$ cat config.mk
export PLATFORM = sky130hd
export DESIGN_NAME = wide_add_sequencer
export DESIGN_NICKNAME = d
export VERILOG_FILES = /design/src/rtl/wide_add_pkg.sv /design/src/rtl/wide_add_sequencer_adder.sv /design/src/rtl/wide_add_sequencer.sv
export SDC_FILE = /design/constraint.sdc
export NUM_CORES = 1
export LEC_CHECK = 0
export CORE_MARGIN = 4
export CORE_UTILIZATION = 50
export CTS_CLUSTER_SIZE = 14
export DETAILED_ROUTE_END_ITERATION = 16
export GPL_ROUTABILITY_DRIVEN = 0
export PLACE_DENSITY = 0.8
export REMOVE_ABC_BUFFERS = 1
export SLEW_MARGIN = 40
export SYNTH_ARGS = -nofsm -noshare
export SYNTH_HDL_FRONTEND = slang
export SYNTH_HIERARCHICAL = 1
export SYNTH_SLANG_ARGS = --single-unit
export TNS_END_PERCENT = 30
$ cat constraint.sdc
create_clock -name clk -period 6.51 [get_ports clk]
set_input_delay 0.9765 -clock clk [delete_from_list [all_inputs] [get_ports clk]]
set_output_delay 0.9765 -clock clk [all_outputs]
set_load 0.02 [all_outputs]
$ cat src/rtl/wide_add_pkg.sv
// Shared definitions for the multi-precision limb adder: limb width, FSM states
// and the limb-index width helper.
package wide_add_pkg;

    localparam int LIMB_W = 16;

    typedef enum logic [1:0] {
        IDLE,
        RUN,
        DONE
    } state_t;

    // Ceiling log2, used to size the limb index register.
    function automatic int clog2(input int value);
        int result;
        int span;
        result = 0;
        span   = 1;
        while (span < value) begin
            span   = span * 2;
            result = result + 1;
        end
        return result;
    endfunction

endpackage

$ cat src/rtl/wide_add_sequencer_adder.sv
// 16-bit carry-select adder used as the single limb adder of wide_add_sequencer.
// Four 4-bit blocks each precompute both carry-in cases and a mux picks one.
module Select_Carry_Adder (
    input  logic [15:0] a,
    input  logic [15:0] b,
    input  logic        cin,
    output logic [15:0] sum,
    output logic        cout
);

    localparam int BLK    = 4;
    localparam int BLOCKS = 16 / BLK;

    logic [BLOCKS:0] carry;

    assign carry[0] = cin;

    for (genvar g = 0; g < BLOCKS; g++) begin : g_blk
        logic [BLK:0] res0;
        logic [BLK:0] res1;

        assign res0 = {1'b0, a[g*BLK +: BLK]} + {1'b0, b[g*BLK +: BLK]};
        assign res1 = {1'b0, a[g*BLK +: BLK]} + {1'b0, b[g*BLK +: BLK]} + 5'd1;

        assign sum[g*BLK +: BLK] = carry[g] ? res1[BLK-1:0] : res0[BLK-1:0];
        assign carry[g+1]        = carry[g] ? res1[BLK]     : res0[BLK];
    end

    assign cout = carry[BLOCKS];

endmodule

$ cat src/rtl/wide_add_sequencer.sv
// Sequential wide adder: accepts two WORDS-limb operands, adds one 16-bit limb per
// cycle through a single carry-select adder, then holds the result until taken.
module wide_add_sequencer
    import wide_add_pkg::*;
#(
    parameter int WORDS = 4
) (
    input  logic                      clk,
    input  logic                      rst,
    input  logic                      inValid,
    output logic                      inReady,
    input  logic [LIMB_W*WORDS-1:0]   a,
    input  logic [LIMB_W*WORDS-1:0]   b,
    input  logic                      carryIn,
    output logic                      outValid,
    input  logic                      outReady,
    output logic [LIMB_W*WORDS-1:0]   sum,
    output logic                      carryOut,
    output logic                      overflow,
    output logic                      busy
);

    localparam int W  = LIMB_W * WORDS;
    localparam int IW = clog2(WORDS);

    state_t            state;
    logic [W-1:0]      op_a;
    logic [W-1:0]      op_b;
    logic              c_reg;
    logic [IW-1:0]     idx;

    logic [LIMB_W-1:0] limb_a;
    logic [LIMB_W-1:0] limb_b;
    logic [LIMB_W-1:0] limb_sum;
    logic              limb_cout;
    logic              last_limb;

    assign limb_a    = op_a[int'(idx)*LIMB_W +: LIMB_W];
    assign limb_b    = op_b[int'(idx)*LIMB_W +: LIMB_W];
    assign last_limb = (idx == IW'(WORDS - 1));

    Select_Carry_Adder u_limb_adder (
        .a    (limb_a),
        .b    (limb_b),
        .cin  (c_reg),
        .sum  (limb_sum),
        .cout (limb_cout)
    );

    // Handshake flags are registered next to the state so every output is a flop.
    // The sign bit of the result is the top bit of the final limb, so overflow is
    // decided on the same edge that stores that limb.
    always_ff @(posedge clk) begin
        if (rst) begin
            state    <= IDLE;
            idx      <= '0;
            op_a     <= '0;
            op_b     <= '0;
            c_reg    <= 1'b0;
            sum      <= '0;
            carryOut <= 1'b0;
            overflow <= 1'b0;
            outValid <= 1'b0;
            busy     <= 1'b0;
            inReady  <= 1'b1;
        end else begin
            case (state)
                IDLE: begin
                    if (inValid) begin
                        op_a     <= a;
                        op_b     <= b;
                        c_reg    <= carryIn;
                        idx      <= '0;
                        sum      <= '0;
                        carryOut <= 1'b0;
                        overflow <= 1'b0;
                        inReady  <= 1'b0;
                        busy     <= 1'b1;
                        state    <= RUN;
                    end
                end
                RUN: begin
                    sum[int'(idx)*LIMB_W +: LIMB_W] <= limb_sum;
                    c_reg <= limb_cout;
                    if (last_limb) begin
                        carryOut <= limb_cout;
                        overflow <= (op_a[W-1] == op_b[W-1]) &&
                                    (limb_sum[LIMB_W-1] != op_a[W-1]);
                        busy     <= 1'b0;
                        outValid <= 1'b1;
                        state    <= DONE;
                    end else begin
                        idx <= idx + IW'(1);
                    end
                end
                DONE: begin
                    if (outReady) begin
                        outValid <= 1'b0;
                        inReady  <= 1'b1;
                        state    <= IDLE;
                    end
                end
                default: begin
                    outValid <= 1'b0;
                    busy     <= 1'b0;
                    inReady  <= 1'b1;
                    state    <= IDLE;
                end
            endcase
        end
    end

endmodule

* Word-level counts from Yosys, hierarchy flattened *
Cells that the tools add are included.

word-level totals
  output and inout port bits = 69
  logic and storage cells = 81
  bits of input ports = 133
  register bits = 202

operators by class
  shift-type cells = 4
  multiplexer cells = 33
  reduce and logical (&&, ||, !) cells = 11
  add/sub/neg operators = 10
  bitwise gates (word level) = 3
  eq/ne operators = 9

operator list
  cell                                                                       count
  64-bit case mux with 2 select lines                                        1
  64-bit by 7-bit indexed part select with 16-bit output                     2
  64-bit bitwise mux                                                         1
  64-bit two-way mux                                                         1
  16-bit by 33-bit variable shift with 64-bit output (first input constant)  1
  16-bit by 33-bit indexed part select with 64-bit output                    1
  6-bit negation with 33-bit output                                          1
  4-bit by 4-bit adder with 5-bit output                                     4
  5-bit by 1-bit adder with 5-bit output (second input constant)             4
  3-bit AND reduction                                                        6
  4-bit two-way mux                                                          4
  1-bit two-way mux                                                          13
  2-bit two-way mux                                                          5
  1-bit case mux with 3 select lines                                         3
  2-bit != test (second input constant)                                      4
  1-bit case mux with 2 select lines                                         3
  2-bit case mux with 3 select lines                                         1
  2-bit equality test (second input constant)                                2
  2-bit case mux with 2 select lines                                         1
  2-bit AND reduction                                                        2
  1-bit NOT                                                                  3
  2-bit by 1-bit adder with 2-bit output (second input constant)             1
  2-bit by 1-bit equality test with 1-bit output (second input constant)     1
  2-bit zero test                                                            1
  other kinds (4)                                                            4

* Depth between registers and ports, before layout *
Gate-level depths: netlist of run 1.

  depth in word-level cells = 11
  mapped depth = 17
  gate-level depth less buffers = 15

* Hierarchy *
Netlist of run 1, hierarchy kept.

modules (own cells, without submodules)
  module              seq. area each (µm²)  area an instance (µm²)  cells each  instances
  wide_add_sequencer  4,043.9               7,826.3                 811         1
  Select_Carry_Adder  0.0                   944.7                   106         1

* Least setup slack after synthesis of run 1 *
OpenSTA, ideal clock, no wires.

  path type = register to register
  start = register idx[0]
  end = register overflow
  cell stages (with the launch flop) = 18
  setup time = 70 ps
  setup slack = 1,718 ps
  arrival time = 4,722 ps
  period minus slack after synthesis = 4,792 ps
  data required time = 6,440 ps
  buffers on the path = 2
  cells stage by stage = dfxtp_1 buf_2 buf_2 mux4_2 ha_1 fa_1 ha_1 a21oi_1 a2111oi_4 o32ai_1 o31ai_1 nand4b_1 xor2_2 nand4_1 xnor2_1 or3b_2 a21o_1 a21oi_1

on the way
  longest elaborated chain between the ends = 11
  elaborated cells on any way between the ends = 21
  those cells by class = 8 x add/sub; 3 x eq/ne; 2 x shift; 6 x mux; 2 x reduce/logical

RTL lines
  item                                                      line                                                            RTL
  start, declared                                           wide_add_sequencer.sv:30                                        logic [IW-1:0] idx;
  start signal, assigned                                    wide_add_sequencer.sv:93                                        idx <= idx + IW'(1);
  64-bit by 7-bit indexed part select with 16-bit output *  wide_add_sequencer.sv:39                                        assign limb_b = op_b[int'(idx)*LIMB_W +: LIMB_W];
  named net limb_b[0]                                       wide_add_sequencer.sv:33                                        logic [LIMB_W-1:0] limb_b;
  4-bit by 4-bit adder with 5-bit output *                  wide_add_sequencer_adder.sv:22, wide_add_sequencer_adder.sv:23
  5-bit by 1-bit adder with 5-bit output                    wide_add_sequencer_adder.sv:23                                  assign res1 = {1'b0, a[g*BLK +: BLK]} + {1'b0, b[g*BLK +: BLK]} + 5'd1;
  1-bit two-way mux * (3 in series)                         wide_add_sequencer_adder.sv:26                                  assign carry[g+1] = carry[g] ? res1[BLK] : res0[BLK];
  4-bit two-way mux *                                       wide_add_sequencer_adder.sv:25                                  assign sum[g*BLK +: BLK] = carry[g] ? res1[BLK-1:0] : res0[BLK-1:0];
  named net limb_sum[15]                                    wide_add_sequencer.sv:34                                        logic [LIMB_W-1:0] limb_sum;
  1-bit != test *                                           wide_add_sequencer.sv:88                                        (limb_sum[LIMB_W-1] != op_a[W-1]);
  1-bit logical AND *                                       wide_add_sequencer.sv:87                                        overflow <= (op_a[W-1] == op_b[W-1]) &&
  1-bit two-way mux *                                       wide_add_sequencer.sv:85                                        if (last_limb) begin
  1-bit case mux with 2 select lines *                      wide_add_sequencer.sv:67                                        case (state)
  end signal, assigned                                      wide_add_sequencer.sv:87
  end, declared                                             wide_add_sequencer.sv:19                                        output logic overflow,

The timed path passes the listed nets; every way through them passes the cells marked *. The select of a mux whose other input is x is not followed.
A chain may end at the register's enable or synchronous reset.

* Final worst setup path of run 1 *
  start = register idx[0]
  end = register overflow

on the way
  longest elaborated chain between the ends = 11
  elaborated cells on any way between the ends = 21
  those cells by class = 8 x add/sub; 3 x eq/ne; 2 x shift; 6 x mux; 2 x reduce/logical

RTL lines
  item                                                      line                                                            RTL
  64-bit by 7-bit indexed part select with 16-bit output *  wide_add_sequencer.sv:38                                        assign limb_a = op_a[int'(idx)*LIMB_W +: LIMB_W];
  named net limb_a[0]                                       wide_add_sequencer.sv:32                                        logic [LIMB_W-1:0] limb_a;
  4-bit by 4-bit adder with 5-bit output *                  wide_add_sequencer_adder.sv:22, wide_add_sequencer_adder.sv:23
  5-bit by 1-bit adder with 5-bit output                    wide_add_sequencer_adder.sv:23
  1-bit two-way mux * (3 in series)                         wide_add_sequencer_adder.sv:26
  4-bit two-way mux *                                       wide_add_sequencer_adder.sv:25
  named net limb_sum[15]                                    wide_add_sequencer.sv:34
  1-bit != test *                                           wide_add_sequencer.sv:88
  1-bit logical AND *                                       wide_add_sequencer.sv:87
  1-bit two-way mux *                                       wide_add_sequencer.sv:85
  1-bit case mux with 2 select lines *                      wide_add_sequencer.sv:67

Marks and branches as above.

==> results of run 1 <==
## metrics by stage
stage | hold WS, ns | utilization [%] | cell area [um^2]
2_1_floorplan | 0.427 | - | 8380
3_3_place_gp | 0.439 | 62.2 | 10700
3_5_place_dp | 0.445 | 62.4 | 10800
4_1_cts | 0.453 | 66.9 | 11500
5_1_grt | 0.472 | 67.0 | 11600
6_report | 0.453 | 67.0 | 11600
## critical path, delay by kind of cell (launching register included)
family / cells / cell delay, ns
adder cells (fa/ha/maj): 3 / 1.10
XOR/XNOR: 2 / 0.69
AND/OR/NAND/NOR: 3 / 0.82
AO/OA/AOI/OAI: 6 / 1.14
flip-flops: 1 / 0.70
multiplexers: 1 / 0.59
## final timing paths
check | endpoint | slack (ns) | cells after the start
worst max-delay path | overflow$_SDFFE_PP0P_ | 1.39 | 15
worst min-delay path | op_a[9]$_SDFFE_PP0P_ | 0.45 | 2
worst max register to register | overflow$_SDFFE_PP0P_ | 1.39 | 15
worst min register to register | op_a[9]$_SDFFE_PP0P_ | 0.45 | 2
## power groups by stage
stage          combinational, mW  sequential, mW  clock (mW)
6_report                   0.407            1.33        1.29
3_5_place_dp               0.403            1.36           0
3_3_place_gp               0.391            1.36           0
2_1_floorplan              0.225            1.35           0
4_1_cts                    0.407            1.33        1.31
5_1_grt                    0.447            1.34        1.36
## final cells by class
type                       instances  area share [%]
clock buffer                      33            5.92
tap                              225            2.44
inverter                           5           0.162
clock inverter                     7           0.780
timing repair buffer             208            18.0
multi-input combinational        645            37.7
sequential                       202            35.0
## cells by family (layout without fill, tap and decap cells)
kind of cell	count (synthesis)	in the layout	share of synthesized area, %
adder cells (fa/ha/maj)	30	30	4.62
AND/OR/NAND/NOR	317	317	15.6
AO/OA/AOI/OAI	236	236	17.4
buffers and inverters	70	253	4.69
XOR/XNOR	21	21	2.18
flip-flops	202	202	46.1
multiplexers	41	41	9.40
## layer usage
metal  global-route usage [%]  share of wire (%)  up-vias
met2                     37.8                 49      248
met4                     8.01                3.0        0
met3                     3.48                5.8       43
met5                        0                  0        -
li1                         -                  -     3546
met1                     28.9                 42     3427
## cell usage after synthesis, types with 3 or more instances
cell      instances  share of area [%]
buf_4             5               0.43
ha_1             26                3.7
dfxtp_1         202                 46
mux4_2           32                8.2
a21oi_1         147                8.4
xnor2_1          11                1.1
mux2_2            7               0.90
xor2_1            9               0.90
nand2_1         266                 11
buf_6            14                1.8
a21o_1            6               0.51
a22o_1           64                6.4
a21o_2            3               0.30
buf_2            20                1.1
or3b_2            3               0.30
inv_1             5               0.21
nand4_1           7               0.50
fa_1              4               0.91
nor2_1            8               0.34
nand3_1           4               0.23
a21oi_2           3               0.30
clkbuf_1         26                1.1
nand2b_1          4               0.29
==> metrics.md, run 1 <==
| Metric | Value |
|---|---|
| Switch share | 24.1% |
| H-tree Lvls | 1 |
| Cell Rows | 48 |
| Post-route DRC | 0 |
| Slew headroom | 46.9% |
| PostCTS Resize Cnt | 0 |
| Crit path DAT | 5.54 ns |
| PwrDens | 262 nW/um^2 |
| ANT nets after route | 0 |
| Layout cells sized above 1 | 10.1% |
| Nets | 1247 |
| Worst Tran Pin Value | 0.794 ns |
| Vias in the first global route | 7150 |
| Logic pwr share | 13.5% |
| Clock Path Buffers | 3 |
| Clock skew | 0.00954 ns |
| Worst-Skew Late Latency | 0.50 ns |
| Num CTS Buffers | 22 |
| Average wire per standard cell | 17.1 um |
| Initial Utilization | 50.9% |
| P_leak | 4.37 nW |
| Die width | 140 um |
| Setup crit start kind | flip-flop |
| Clk pin slew, worst setup/hold paths | 0.06 ns |
| Status | finished clean |
| Internal power | 2.30 mW |
| Initial antenna violation count | 0 |
| Worst IR Drop VDD | 0.172 mV |
| Mapped Area | 8770 um^2 |
| Setup tns final | 0 ns |
| Port Buffers | 201 |
| Hold WC Path Type | flip-flop to flip-flop |
| Multi-input gate area | 4350 um^2 |
| Dpl ws | 1.40 ns |
| Sequential share of power | 44.0% |
| CTS Hold Bufs | 0 |
| CP Class | flip-flop to flip-flop |
| DRT Pass-1 Iters | 6 |
| Reg area | 4050 um^2 |
| Largest regs | op_a x64, op_b x64, sum x64 |
| RSZ-0062 raised after global routing | false |
| P_sw | 0.731 mW |
| Worst endpoint required time | 6.93 ns |
| DP Cell Count | 1285 |
| Grt ovf | 0 |
| Max-Cap Viols | 0 |
| Post-synth ARST share | 0% |
| First-pass GRT wire length | 36.4 mm |
| Post-CTS Setup Repair Bufs | 0 |
| Layout filler cell count | 1356 |
| Cells after synthesis | 917 |
| Post-synthesis sequential area ratio | 46.1% |
| Antenna cells | 0 |
| Chip Height | 140 um |
| Critical-path cell list | mux4_2, ha_1, fa_1, ha_1, a21oi_1, a2111oi_4, o32ai_1, o31ai_1, nand4b_1, xor2_2, nand4_1, xnor2_1, or3b_2, a21o_1, a21oi_1 |
| Yosys reg bits | 202 |
| I/O pin total | 202 |
| Reg-to-Reg Start | idx[0]$_SDFFE_PP0P_ |
| Commonest non-fill, non-tap cell in the layout | nand2_1 |
| Slowest cell on crit path | dfxtp_4 |
| Routed vias/inst | 5.48 |
| Overall power | 3.03 mW |
| Commonest cells after routing, fill and taps aside | nand2_1, dfxtp_1, clkdlybuf4s50_1 |
| Core ar. | 17200 um^2 |
| Endpoints failing setup | 0 |
| Total GRT Usage | 22.3% |
| Tmin final | 5.12 ns |
| Pin count of the biggest net entering global routing | 90 |
| Crit Path Max Fanout | 27 |
| Critical Path Source | idx[0]$_SDFFE_PP0P_ |
| Final worst slack | 1.39 ns |
| Clk sinks | 202 |
| Area grow syn2layout | 31.7% |
| Min-delay src | op_a[9]$_SDFFE_PP0P_ |
| Starting DRT DRC Count | 448 |
| Max Fclk | 195 MHz |
| Root buffer cell | clkbuf_16 |
| Clock power frac | 42.6% |
| Avg Synthesized Cell Area | 9.56 um^2 |
| Final period util | 78.7% |
| CP Capture Type | flip-flop |
| Top_reg_cell synth | dfxtp_1 |
| CTS tree | done |
| Final Non-Filler Cells | 1325 |
| Vias | 7264 |
| Final Hold Fails | 0 |
| CP peak stage delay | 0.70 ns |
| Final Max Slew Viols | 0 |
| Yosys warns | 6 |
| Netlist cell types | 56 |
| HPWL after detailed placement | 15.8 mm |
| Final WL | 22.7 mm |
| Post-synth EDFFs | 0 |
| Die area | 19700 um^2 |
Note: power is estimated with default switching activity, not from simulation.
==> run 2: changes to the inputs <==
Clock period 6.51 ns to 5.2 ns, I/O delays scaled along.
==> metrics.md, run 2 (synthesized netlist as in run 1, its figures left out) <==
| Metric | Value |
|---|---|
| Final WL | 22.6 mm |
| Worst endpoint required time | 5.61 ns |
| Final Hold Fails | 0 |
| Setup crit start kind | flip-flop |
| P_sw | 0.882 mW |
| Average wire per standard cell | 17.1 um |
| I/O pin total | 202 |
| CTS tree | done |
| Core ar. | 17200 um^2 |
| Tmin final | 4.78 ns |
| Pin count of the biggest net entering global routing | 82 |
| Root buffer cell | clkbuf_16 |
| Antenna cells | 0 |
| Cell Rows | 48 |
| Worst IR Drop VDD | 0.193 mV |
| Clock skew | 0.0110 ns |
| Clock power frac | 39.1% |
| Overall power | 3.58 mW |
| Total GRT Usage | 22.2% |
| P_leak | 4.35 nW |
| Crit path DAT | 5.19 ns |
| Critical-path cell list | mux4_2, ha_1, fa_1, ha_1, a21oi_1, a2111oi_4, o32ai_1, o31ai_1, nand4b_1, xor2_2, nand4_1, xnor2_2, or3b_2, a21o_1, a21oi_1 |
| Crit path buf inv count | 0 |
| Starting DRT DRC Count | 462 |
| RSZ-0062 raised after global routing | false |
| Internal power | 2.70 mW |
| Hold WC Path Type | flip-flop to flip-flop |
| Worst-Skew Late Latency | 0.49 ns |
| CP Class | flip-flop to flip-flop |
| Die area | 19700 um^2 |
| Initial antenna violation count | 0 |
| Final Max Slew Viols | 0 |
| PwrDens | 312 nW/um^2 |
| Top Family by Delay on Critical Path | compound AO/OA/AOI/OAI gates |
| CP peak stage delay | 0.54 ns |
| Grt ovf | 0 |
| Layout cells sized above 1 | 10.2% |
| Worst Tran Pin Value | 0.781 ns |
| ANT nets after route | 0 |
| Dpl ws | 0.221 ns |
| Area grow syn2layout | 30.8% |
| CP Capture Type | flip-flop |
| CTS Hold Bufs | 0 |
| Die width | 140 um |
| Commonest cells after routing, fill and taps aside | nand2_1, dfxtp_1, clkdlybuf4s50_1 |
| Clk pin slew, worst setup/hold paths | 0.06 ns |
| Max-Cap Viols | 0 |
| Chip Height | 140 um |
| Final period util | 92.0% |
| Status | finished clean |
| Max Fclk | 209 MHz |
| First-pass GRT wire length | 36.4 mm |
| Clock Path Buffers | 3 |
| Final Util | 66.6% |
| Port Buffers | 201 |
| Largest regs | op_a x64, op_b x64, sum x64 |
| Commonest non-fill, non-tap cell in the layout | nand2_1 |
| Slowest cell on crit path | mux4_2 |
| Endpoints failing setup | 0 |
| Clk sinks | 202 |
| Initial Utilization | 50.9% |
| Nets | 1249 |
| DRT Pass-1 Iters | 7 |
| Switch share | 24.6% |
| Num CTS Buffers | 20 |
| HPWL after detailed placement | 16.0 mm |
| Logic pwr share | 14.6% |
| Routed vias/inst | 5.47 |
| Post-route DRC | 0 |
| Sequential share of power | 46.3% |
| Vias in the first global route | 7150 |
| Final worst slack | 0.415 ns |
| Slew headroom | 47.9% |
| H-tree Lvls | 1 |
| Crit Path Max Fanout | 13 |
| Vias | 7235 |
run 2: changes by cell type in the layout (fill, tap and decap cells not counted), sizes merged:
| cell | change |
|---|---|
| clkinvlp | -2 |
| bufinv | -2 |
| clkinv | +1 |
| clkbuf | -3 |
| buf | +4 |
run 2: stage by stage:
stage	instances	area [um^2]	hold slack [ns]	setup TNS, ns
after floorplan	852	8380	0.427	-0.447
after global placement	1287	10700	0.440	0
after detailed placement	1288	10800	0.444	0
after CTS	1322	11400	0.452	0
after global routing	1323	11500	0.471	0
final	1323	11500	0.452	0
run 2: worst paths after layout:
| path | slack (ns) | cells past startpoint | from | to |
|---|---|---|---|---|
| min | 0.45 | 2 | op_b[61]$_SDFFE_PP0P_ | op_b[61]$_SDFFE_PP0P_ |
| min reg2reg | 0.45 | 2 | op_b[61]$_SDFFE_PP0P_ | op_b[61]$_SDFFE_PP0P_ |
| max | 0.42 | 15 | idx[0]$_SDFFE_PP0P_ | overflow$_SDFFE_PP0P_ |
| max reg2reg | 0.42 | 15 | idx[0]$_SDFFE_PP0P_ | overflow$_SDFFE_PP0P_ |
run 2: worst reg2reg max path, delay by kind of cell, from the launching register on:
family	cells	cell delay, ns
fa+ha+maj	3	1.01
compound gates	6	1.17
flops	1	0.50
mux	1	0.55
simple gates	3	0.86
xor+xnor	2	0.61
run 2: power groups by stage:
stage / Clock (mW) / Sequential [mW] / Combinational [mW]
floorplan: 0 / 1.70 / 0.281
global placement: 0 / 1.69 / 0.497
detailed placement: 0 / 1.69 / 0.514
CTS: 1.43 / 1.66 / 0.518
global route: 1.50 / 1.67 / 0.573
finish: 1.40 / 1.66 / 0.522
run 2: timing repair:
action                                  4_1_cts  5_1_grt
buffers inserted                              0        0
resized for setup                             0        2
endpoints found under the setup margin        0        1
run 2: final cells by class:
class | count | area [um^2]
clock buffers | 30 | 629
clock inverters | 4 | 20.0
fillers | 1346 | 5760
inverters | 5 | 18.8
multi-input cells | 645 | 4360
flip-flops and latches | 202 | 4050
well taps | 225 | 282
repair buffers | 212 | 2120
run 2: layer usage:
| metal | GRT usage, % | up-vias | share of wire, % |
|---|---|---|---|
| met5 | 0 | - | 0 |
| met4 | 5.86 | 0 | 2.2 |
| met3 | 3.55 | 30 | 5.5 |
| met2 | 39.1 | 206 | 50 |
| met1 | 28.5 | 3460 | 42 |
| li1 | - | 3539 | - |
==> run 3: changes to the inputs <==
Settings changed: CORE_MARGIN 4 to default.
==> metrics.md, run 3 (synthesized netlist as in run 1, its figures left out) <==
| Metric | Value |
|---|---|
| Reg area | 4050 um^2 |
| Final Hold Fails | 0 |
| PostCTS Resize Cnt | 0 |
| Vias in the first global route | 7029 |
| CP Class | flip-flop to flip-flop |
| RSZ-0062 raised after global routing | false |
| Final hold slack | 0.452 ns |
| Worst IR Drop VDD | 0.233 mV |
| Layout cells sized above 1 | 10.0% |
| Initial antenna violation count | 0 |
| Root buffer cell | clkbuf_16 |
| Die area | 18100 um^2 |
| Clk sinks | 202 |
| Total GRT Usage | 24.2% |
| Largest regs | op_a x64, op_b x64, sum x64 |
| CTS Hold Bufs | 0 |
| Hold WC Path Type | flip-flop to flip-flop |
| Internal power | 2.77 mW |
| PwrDens | 321 nW/um^2 |
| Max Fclk | 210 MHz |
| Clock power frac | 40.8% |
| P_leak | 4.34 nW |
| Post-route DRC | 0 |
| Num CTS Buffers | 20 |
| Logic pwr share | 14.0% |
| Clock skew | 0.0135 ns |
| ANT nets after route | 0 |
| Multi-input gate area | 4350 um^2 |
| Dpl ws | 0.457 ns |
| Routed vias/inst | 5.57 |
| Clk pin slew, worst setup/hold paths | 0.06 ns |
| Crit Path Max Fanout | 22 |
| Layout filler cell count | 1349 |
| M1 WL | 9.33 mm |
| Die width | 134 um |
| Sequential share of power | 45.2% |
| Final Max Slew Viols | 0 |
| I/O pin total | 202 |
| Crit path DAT | 5.17 ns |
| Commonest cells after routing, fill and taps aside | nand2_1, dfxtp_1, clkdlybuf4s50_1 |
| Final Util | 66.5% |
| Port Buffers | 201 |
| Slew headroom | 43.2% |
| H-tree Lvls | 1 |
| Nets | 1247 |
| HPWL after detailed placement | 15.4 mm |
| Final period util | 91.4% |
| CP Capture Type | flip-flop |
| Worst Tran Pin Value | 0.853 ns |
| DRT Pass-1 Iters | 5 |
| Setup crit start kind | flip-flop |
| Post-CTS Setup Repair Bufs | 0 |
| Cell Rows | 48 |
| Commonest non-fill, non-tap cell in the layout | nand2_1 |
| Pin count of the biggest net entering global routing | 83 |
| Chip Height | 134 um |
| WL met3 | 1.30 mm |
| WL met2 | 11.0 mm |
| Final WL | 22.2 mm |
| Switch share | 24.6% |
| Core ar. | 17200 um^2 |
| Antenna cells | 0 |
| Highest routed layer | met4 |
| Clock Path Buffers | 3 |
| Vias | 7365 |
| First-pass GRT wire length | 35.1 mm |
| Average wire per standard cell | 16.8 um |
| Tmin final | 4.75 ns |
| Status | finished clean |
| Worst-Skew Late Latency | 0.49 ns |
| Starting DRT DRC Count | 411 |
| CTS tree | done |
| Grt ovf | 0 |
| Area grow syn2layout | 30.7% |
| Initial Utilization | 50.9% |
| Max-Cap Viols | 0 |
| P_sw | 0.904 mW |
| Final worst slack | 0.449 ns |
| Endpoints failing setup | 0 |
| Worst endpoint required time | 5.62 ns |
[run 3: cell types whose count changed in the layout (fill, tap and decap cells not counted)]
cell and delta:
dfxtp_4 -1, xnor2_1 +1, dfxtp_2 +1, a21oi_4 -1, bufinv_16 +2, clkinv_2 +1, a21oi_2 +1, clkbuf_8 -2
buf_12 -2, xnor2_2 -1, clkbuf_1 +1
[run 3: worst paths after layout]
path                         startpoint               endpoint  slack, ns  cells past startpoint
setup / recovery    idx[1]$_SDFFE_PP0P_  overflow$_SDFFE_PP0P_       0.45                     15
hold / removal    op_a[46]$_SDFFE_PP0P_  op_a[46]$_SDFFE_PP0P_       0.45                      2
setup reg to reg    idx[1]$_SDFFE_PP0P_  overflow$_SDFFE_PP0P_       0.45                     15
hold reg to reg   op_a[46]$_SDFFE_PP0P_  op_a[46]$_SDFFE_PP0P_       0.45                      2
[run 3: worst max-delay path, stage by stage (launching register included)]
cell       delay [ns]
dfxtp_2          0.74
mux4_2           0.41
ha_1             0.27
fa_1             0.54
ha_1             0.21
a21oi_1          0.11
a2111oi_4        0.29
o32ai_1          0.18
nor4_1           0.31
nand4b_1         0.20
xor2_2           0.30
nand4_1          0.16
xnor2_1          0.20
or3b_2           0.46
a21o_1           0.17
a21oi_1          0.13
[run 3: power groups by stage]
stage / Clock (mW) / Combinational, mW / Sequential (mW)
2_1_floorplan: 0 / 0.281 / 1.70
3_3_place_gp: 0 / 0.496 / 1.69
3_5_place_dp: 0 / 0.510 / 1.69
4_1_cts: 1.51 / 0.515 / 1.66
5_1_grt: 1.58 / 0.561 / 1.67
6_report: 1.50 / 0.515 / 1.66
[run 3: per-layer routing]
metal / up-vias / GRT usage (%)
met2: 259 / 42.5
met3: 35 / 3.25
met5: - / 0
met1: 3532 / 30.9
met4: 0 / 7.55
li1: 3539 / -
[run 3: per-stage QoR]
stage	instance area, um^2	power [mW]	instances	setup TNS [ns]
after global routing	11500	3.81	1323	0
after detailed placement	10800	2.20	1287	0
after global placement	10700	2.19	1287	0
after floorplan	8380	1.98	852	-0.447
after CTS	11500	3.69	1323	0
final	11500	3.68	1323	0
[run 3: layout make-up]
class,instances,share of cell area [%]
multi-input cells,645,37.9
inverters,5,0.164
well taps,225,2.46
clock buffers,29,5.28
flip-flops and latches,202,35.3
repair buffers,210,18.1
clock inverters,7,0.742
